<file path="config.mk">
export PLATFORM = sky130hd
export DESIGN_NAME = branch_predict_ctrl
export DESIGN_NICKNAME = d
export VERILOG_FILES = /design/src/rtl/branch_predict_ctrl.sv
export SDC_FILE = /design/constraint.sdc
export NUM_CORES = 1
export LEC_CHECK = 0
export ABC_AREA = 1
export BUFFER_PORTS_ARGS = -buffer_cell sky130_fd_sc_hd__buf_2
export CAP_MARGIN = 20
export CORE_MARGIN = 8
export CORE_UTILIZATION = 40
export DETAILED_ROUTE_END_ITERATION = 7
export PLACE_DENSITY = 0.66
export SLEW_MARGIN = 20
export SYNTH_ARGS = -nofsm -noshare
export SYNTH_HDL_FRONTEND = slang
export SYNTH_SLANG_ARGS = --single-unit
</file>
<file path="constraint.sdc">
create_clock -name clk -period 4 [get_ports clk]
set_input_delay 0.2 -clock clk [delete_from_list [all_inputs] [get_ports clk]]
set_output_delay 0.2 -clock clk [all_outputs]
set_load 0.02 [all_outputs]
</file>
<file path="src/rtl/branch_predict_ctrl.sv">
// Direct-mapped BTB with 2-bit saturating direction counters and EX-stage mispredict redirect.
// Optional `BRANCH_STATS_EN adds saturating resolve/mispredict counters (stat_branches, stat_mispredicts).
module branch_predict_ctrl #(
    parameter int IDX_BITS  = 3,
    parameter int WORD_SIZE = 16
) (
    input  logic                 clk,
    input  logic                 reset_n,
    input  logic                 stall,
    input  logic [WORD_SIZE-1:0] if_pc,
    output logic                 pred_taken,
    output logic [WORD_SIZE-1:0] pred_target,
    input  logic                 ex_valid,
    input  logic                 ex_is_branch,
    input  logic [WORD_SIZE-1:0] ex_pc,
    input  logic                 ex_pred_taken,
    input  logic [WORD_SIZE-1:0] ex_pred_target,
    input  logic                 ex_taken,
    input  logic [WORD_SIZE-1:0] ex_target,
    output logic                 redirect,
    output logic [WORD_SIZE-1:0] redirect_pc,
    output logic                 flush_if_id,
    output logic                 flush_id_ex
`ifdef BRANCH_STATS_EN
    ,
    output logic [15:0]          stat_branches,
    output logic [15:0]          stat_mispredicts
`endif
);

    localparam int TAG_BITS = WORD_SIZE - IDX_BITS;
    localparam int ENTRIES  = 2 ** IDX_BITS;
    localparam logic [WORD_SIZE-1:0] PC_ONE = {{(WORD_SIZE-1){1'b0}}, 1'b1};

    logic [ENTRIES-1:0]   valid_q, valid_d;
    logic [TAG_BITS-1:0]  tag_q    [ENTRIES];
    logic [TAG_BITS-1:0]  tag_d    [ENTRIES];
    logic [WORD_SIZE-1:0] target_q [ENTRIES];
    logic [WORD_SIZE-1:0] target_d [ENTRIES];
    logic [1:0]           ctr_q    [ENTRIES];
    logic [1:0]           ctr_d    [ENTRIES];

    logic [IDX_BITS-1:0] if_idx, ex_idx;
    logic [TAG_BITS-1:0] if_tag, ex_tag;
    logic                if_hit, ex_hit, resolve, mispredict;

    assign if_idx = if_pc[IDX_BITS-1:0];
    assign if_tag = if_pc[WORD_SIZE-1:IDX_BITS];
    assign ex_idx = ex_pc[IDX_BITS-1:0];
    assign ex_tag = ex_pc[WORD_SIZE-1:IDX_BITS];

    // Lookup reads registered state only, so a same-cycle update is seen next cycle.
    assign if_hit      = valid_q[if_idx] && (tag_q[if_idx] == if_tag);
    assign pred_taken  = if_hit && ctr_q[if_idx][1];
    assign pred_target = if_hit ? target_q[if_idx] : '0;

    assign ex_hit     = valid_q[ex_idx] && (tag_q[ex_idx] == ex_tag);
    assign resolve    = ex_valid && ex_is_branch && !stall;
    assign mispredict = resolve && ((ex_taken != ex_pred_taken) ||
                                    (ex_taken && (ex_pred_target != ex_target)));

    assign redirect    = mispredict;
    assign flush_if_id = mispredict;
    assign flush_id_ex = mispredict;
    assign redirect_pc = !mispredict ? '0 : (ex_taken ? ex_target : ex_pc + PC_ONE);

    always_comb begin
        // NOTE: every _d starts as a copy of its _q so no path leaves it unassigned (no latches).
        valid_d  = valid_q;
        tag_d    = tag_q;
        target_d = target_q;
        ctr_d    = ctr_q;
        if (resolve) begin
            if (ex_hit) begin
                if (ex_taken) begin
                    if (ctr_q[ex_idx] != 2'd3) ctr_d[ex_idx] = ctr_q[ex_idx] + 2'd1;
                    target_d[ex_idx] = ex_target;
                end else if (ctr_q[ex_idx] != 2'd0) begin
                    ctr_d[ex_idx] = ctr_q[ex_idx] - 2'd1;
                end
            end else if (ex_taken) begin
                valid_d[ex_idx]  = 1'b1;
                tag_d[ex_idx]    = ex_tag;
                target_d[ex_idx] = ex_target;
                ctr_d[ex_idx]    = 2'd2;
            end
        end
    end

    always_ff @(posedge clk) begin
        // NOTE: non-blocking assignments keep every flop sampling pre-edge values.
        if (!reset_n) begin
            // NOTE: the whole table is cleared, not only valid, so ctr/target read as zero after reset.
            valid_q <= '0;
            for (int i = 0; i < ENTRIES; i++) begin
                tag_q[i]    <= '0;
                target_q[i] <= '0;
                ctr_q[i]    <= '0;
            end
        end else begin
            valid_q  <= valid_d;
            tag_q    <= tag_d;
            target_q <= target_d;
            ctr_q    <= ctr_d;
        end
    end

`ifdef BRANCH_STATS_EN
    logic [15:0] stat_branches_q, stat_branches_d;
    logic [15:0] stat_mispredicts_q, stat_mispredicts_d;

    always_comb begin
        stat_branches_d    = stat_branches_q;
        stat_mispredicts_d = stat_mispredicts_q;
        if (resolve && stat_branches_q != 16'hFFFF)       stat_branches_d    = stat_branches_q + 16'd1;
        if (mispredict && stat_mispredicts_q != 16'hFFFF) stat_mispredicts_d = stat_mispredicts_q + 16'd1;
    end

    always_ff @(posedge clk) begin
        if (!reset_n) begin
            stat_branches_q    <= '0;
            stat_mispredicts_q <= '0;
        end else begin
            stat_branches_q    <= stat_branches_d;
            stat_mispredicts_q <= stat_mispredicts_d;
        end
    end

    assign stat_branches    = stat_branches_q;
    assign stat_mispredicts = stat_mispredicts_q;
`endif

endmodule

</file>
==> results of run 1 <==
[registers in the layout (all words and copies together) (netlist names)]
signal / flops
target_q: 128
tag_q: 104
ctr_q: 16
valid_q: 8
[path summary, 6_finish.rpt]
path,startpoint,to,slack (ns),depth (start not counted)
setup reg to reg,tag_q[19]$_SDFFE_PN0P_,ctr_q[1]$_SDFFE_PN0P_,1.67,15
hold / removal,ex_target[2],target_q[50]$_SDFFE_PN0P_,0.06,3
setup / recovery,if_pc[0],pred_target[12],0.77,13
hold reg to reg,target_q[94]$_SDFFE_PN0P_,target_q[94]$_SDFFE_PN0P_,0.46,2
[Yosys cell counts (3+ instances only)]
master    count
a211oi_1      6
a21oi_1     236
buf_1         9
buf_2        23
buf_4        17
buf_6         5
clkbuf_1    106
clkinv_1     11
dfxtp_1     256
ha_1          3
inv_1       196
inv_2         6
nand2_1     299
nand2_4      10
nand3_1      91
nand4_1      30
nor2_1      323
nor2_4        5
nor4_1        4
o21ai_0     397
o21ai_1       6
o221ai_1     15
o22ai_1      10
xnor2_1       7
xor2_1       18
[layer usage]
metal / track usage / part of all wire
met1: 0.299 / 0.43
met3: 0.0363 / 0.080
met2: 0.365 / 0.45
met5: 0 / 0.00027
met4: 0.0957 / 0.040
[through the flow]
stage | std cells | hold WS, ns
4_1_cts | 2590 | 0.0518
3_5_place_dp | 2537 | 0.455
6_report | 2590 | 0.0618
3_3_place_gp | 2537 | 0.437
2_1_floorplan | 2113 | 0.425
5_1_grt | 2590 | 0.0572
[kinds of logic after synthesis]
logic type | after synthesis | share of synthesized area
AO/OA/AOI/OAI | 678 | 0.255
XOR/XNOR | 25 | 0.0159
adder cells (fa/ha/maj) | 3 | 0.00273
buffers and inverters | 377 | 0.115
flip-flops | 256 | 0.373
AND/OR/NAND/NOR | 774 | 0.238
[final cells by class]
class | instances | area (um^2)
flip-flops and latches | 256 | 5120
inverters | 215 | 816
clock inverters | 17 | 230
repair buffers | 131 | 727
clock buffers | 36 | 782
multi-input cells | 1480 | 7050
well taps | 455 | 569
fillers | 3644 | 18900
[power groups by stage]
stage          clock network [uW]  logic, uW  registers [uW]
6_report                     2820        667            2580
5_1_grt                      2960        730            2580
4_1_cts                      2850        653            2580
3_5_place_dp                    0        650            2630
3_3_place_gp                    0        648            2630
2_1_floorplan                   0        444            2630
[worst max-delay path, cell delays in order]
cell and delay [ns]:
buf_4 0.34, clkinv_2 0.65, a21oi_1 0.33, o21ai_0 0.11, nand3_1 0.10, nand2_1 0.08
xor2_1 0.22, nand4_1 0.19, nor2_1 0.16, nand3_1 0.08, buf_4 0.22, nor2_1 0.13
buf_2 0.18
==> qor.csv, run 1 <==
metric,value,unit
routed vias,14300,
Logic pwr share,0.110,
Port Buffers,106,
Synth Warn #,0,
Area after DPL,0.0143,mm^2
routability cong.,0.917,
Layout Nets,2187,
"commonest non-fill, non-tap cell in the layout",o21ai_0,
IO Count,107,
Max Root-Sink Buffers,3,
critical path class,input pin to output port,
Sink Count,256,
sw power,1600,uW
initial antenna violation count,1,
predominant post-synthesis flop cell,dfxtp_1,
syn_nets,2187,
post-CTS sizing,0,
Startpoint Class,input pin,
Initial Utilization,0.401,
Worst EP arrival,3.03,ns
Post-Route Skew,0.0276,ns
Root Buffer Master,clkbuf_16,
Clock Pin Slew Worst Setup and Hold Paths,0.06,ns
"critical path fanouts, max",54,
Worst-Skew Late Latency,0.56,ns
post-route cell area,0.0153,mm^2
full die area,0.0405,mm^2
# rows,68,
Worst Path Required,3.80,ns
Power Density,397,mW/mm^2
crit path time final,3.23,ns
cell internal pwr,4460,uW
max-cap check violation count,0,
setup TNS after final layout,0,ns
status,"complete, no violations",
most frequent cells in the layout,"o21ai_0 (397), nor2_1 (316), nand2_1 (299)",
first-pass GRT wire length,75100,um
peak supply drop,0.000258,V
Routed Antenna Nets,0,
ant diodes,0,
area delta synth->final,11.4,%
fin worst setup slack,0.772,ns
H-tree depth,1,
vias per cell,5.52,
Routed WL per cell,18.8,um
leakage power,0.00653,uW
largest net degree at the start of global routing,142,
final wirelength,48600,um
Iteration-0 DRC Markers,1249,
actual slew at the worst max-slew pin,0.915,ns
Switching Share,0.264,
Congestion Overflow GR,0,
final hold vios,0,
area share of the largest cell type after synthesis,0.373,
vias in the first global route,13400,
pre-CTS WS,0.831,ns
Post CTS Setup Buffer Count,0,
worst hold-check path type,input pin to flop,
hold buffers post-CTS,0,
TritonRoute pass-1 iters,6,
unique cell type count in the Yosys netlist,42,
critical path endpoint category,output port,
Power Total,6070,uW
sequential fraction of the synthesis area,0.373,
Sequential Power Share,0.425,
"area leader, netlist",dfxtp_1,
Final Setup Violations,0,
CTS tree,done,
core box area,0.0342,mm^2
Max Clk Rate,310,MHz
unrepaired setup endpoints after global routing,false,
Mean Syn Cell Area,6.50,um^2
TritonCTS buffer count,29,
post-synthesis cell count,2113,
Async SR Flop Fraction,0,
Clock power frac,0.465,
Final Cycle Share,0.807,
max_slew headroom,0.390,
Util after Layout,0.447,
gr usage total,0.227,
hpwl dp,31400,um
Synth area leaders,"dfxtp_1 (37%), o21ai_0 (14%), nor2_1 (8.8%)",
drt drc,0,
Die Y-Extent,201,um
number of synthesized register bits,256,
Die W,201,um
share of cells above drive strength 1,0.103,
Mapped Area,0.0137,mm^2
final slew viol count,0,
"EDFF count, synth",0,
Power figures use the tool's default switching activity.
==> inputs of run 2 (changes only) <==
Settings changed: PLACE_DENSITY 0.66 to 0.68.
Clock period 4 ns to 2.9 ns, I/O delays scaled along.
==> qor.csv, run 2 (synthesis results as in run 1) <==
metric,value,unit,change
Largest regs,"target_q (128), tag_q (104), ctr_q (16)",,
cell mode on critical path,nand2_1,,
final wirelength,48600,um,about the same
sw power,2190,uW,+37%
vias in the first global route,13300,,-0.55%
routability cong.,0.947,,+3.3%
Util after Layout,0.458,,+0.0105
Congestion Overflow GR,0,,unchanged
Largest register FFs,128,,unchanged
Worst-Skew Late Latency,0.58,ns,+0.02 ns
# rows,68,,unchanged
Logic pwr share,0.117,,+0.007
max_slew headroom,0.456,,+0.0664
CP Cell Sequence,"inv_1, a21oi_1, o21ai_0, nand3_1, nand2_1, nand2_1, nand2_1, nor4_2, nand3_2, buf_12, nor2_2, buf_2",,
Power Density,529,mW/mm^2,+33%
Post CTS Setup Buffer Count,0,,unchanged
status,"complete, no violations",,
Port Buffers,106,,unchanged
cell internal pwr,6080,uW,+36%
unrepaired setup endpoints after global routing,false,,
Iteration-0 DRC Markers,1639,,+31%
Max Root-Sink Buffers,3,,unchanged
critical path endpoint category,output port,,
Final Cycle Share,0.950,,
Worst EP arrival,2.61,ns,-0.42 ns
Layout Nets,2221,,+1.6%
Sink Count,256,,unchanged
area delta synth->final,14.0,%,
Routed Antenna Nets,0,,unchanged
worst hold-check path type,input pin to flop,,
CTS tree,done,,
fin worst setup slack,0.145,ns,-0.626 ns
Worst Path Required,2.76,ns,-1.04 ns
gr usage total,0.229,,+0.00192
hold_sp,ex_target[10],,
full die area,0.0405,mm^2,unchanged
first-pass GRT wire length,75300,um,+0.19%
Sequential Power Share,0.429,,+0.004
TritonCTS buffer count,28,,-3.4%
hpwl dp,31800,um,+1.5%
critical path class,flop to output port,,
Top delay family on crit path,simple AND/OR/NAND/NOR gates,,
WP buf/inv,3,,-1
Final Setup Violations,0,,unchanged
max-cap check violation count,0,,unchanged
routed vias,14400,,+0.52%
H-tree depth,1,,unchanged
Initial Utilization,0.401,,unchanged
Max Clk Rate,363,MHz,
core box area,0.0342,mm^2,unchanged
Filler Cell Count,3583,,-1.7%
Biggest register,target_q,,
crit path time final,2.75,ns,
TritonRoute pass-1 iters,6,,unchanged
Startpoint Class,flop,,
initial antenna violation count,2,,+1
Switching Share,0.265,,+0.000665
Power Total,8280,uW,+36%
Setup crit start,tag_q[14]$_SDFFE_PN0P_,,
Clock Pin Slew Worst Setup and Hold Paths,0.06,ns,about the same
FF-to-FF Start,tag_q[86]$_SDFFE_PN0P_,,
largest net degree at the start of global routing,90,,-37%
actual slew at the worst max-slew pin,0.816,ns,-0.0996 ns
"commonest non-fill, non-tap cell in the layout",o21ai_0,,
IO Count,107,,unchanged
Routed WL per cell,18.5,um,-1.3%
leakage power,0.00672,uW,+2.9%
Max stage delay on crit path,0.31,ns,-0.34 ns
Clock power frac,0.454,,-0.011
Die W,201,um,unchanged
final hold vios,0,,unchanged
share of cells above drive strength 1,0.114,,+0.0109
pre-CTS WS,0.0944,ns,-0.737 ns
final slew viol count,0,,unchanged
Post-Route Skew,0.0535,ns,+0.0260 ns
most frequent cells in the layout,"o21ai_0 (395), nor2_1 (314), nand2_1 (298)",,
setup TNS after final layout,0,ns,unchanged
peak supply drop,0.000455,V,+76%
vias per cell,5.48,,-0.74%
drt drc,0,,unchanged
Die Y-Extent,201,um,unchanged
"critical path fanouts, max",17,,-69%
Root Buffer Master,clkbuf_16,,
slowest CP cell,nor4_2,,
## run 2: power by group through the flow
stage	clock network, uW	registers (uW)	logic (uW)
finish	3760	3550	967
global route	3920	3550	1060
CTS	3780	3550	945
detailed placement	0	3630	932
global placement	0	3630	926
floorplan	0	3630	613
## run 2: worst paths after layout
check	cells past startpoint	slack (ns)	end
setup / recovery	12	0.15	pred_target[13]
hold / removal	3	0.005	target_q[106]$_SDFFE_PN0P_
setup reg to reg	14	0.64	ctr_q[5]$_SDFFE_PN0P_
hold reg to reg	2	0.45	target_q[94]$_SDFFE_PN0P_
## run 2: routing by layer
metal | vias up | wire length, um | track usage | share of wire
li1 | 6991 | - | - | -
met1 | 6627 | 20500 | 0.301 | 0.42
met2 | 666 | 21800 | 0.368 | 0.45
met3 | 94 | 4470 | 0.0428 | 0.092
met4 | 2 | 1780 | 0.0890 | 0.037
met5 | - | 8 | 0 | 0.00016
## run 2: timing repair
action                                  in CTS  in global routing
endpoints found under the hold margin       60                  0
endpoints found under the setup margin       2                 22
hold buffers                                 8                  0
gates resized for setup                      1                 14
## run 2: per-stage QoR
step	std cells	cell area, um^2	hold WS (ns)
detailed placement	2564	14600	0.441
CTS	2622	15600	0.00540
global route	2623	15700	0.0127
finish	2623	15700	0.00515
floorplan	2113	13700	0.374
global placement	2564	14600	0.437
## run 2: worst register-to-register path, cell delays in order (launching register included)
cell,delay (ns)
dfxtp_1,0.30
inv_1,0.11
nand2_1,0.07
nand3_1,0.09
nand2_1,0.07
o21bai_1,0.26
nand2_1,0.08
nor2_1,0.16
nand2_1,0.08
nor2_1,0.23
nand2_1,0.13
nor2_2,0.36
nand4_1,0.15
nand2_1,0.08
nor2_1,0.04
## run 2: cell type report
class                   count  area (um^2)  area share
clock inverters             7          135     0.00863
repair buffers            166         1100      0.0703
diodes                      1         2.50    0.000160
inverters                 215          816      0.0521
well taps                 455          569      0.0364
multi-input cells        1480         7070       0.452
clock buffers              43          837      0.0535
flip-flops and latches    256         5120       0.327
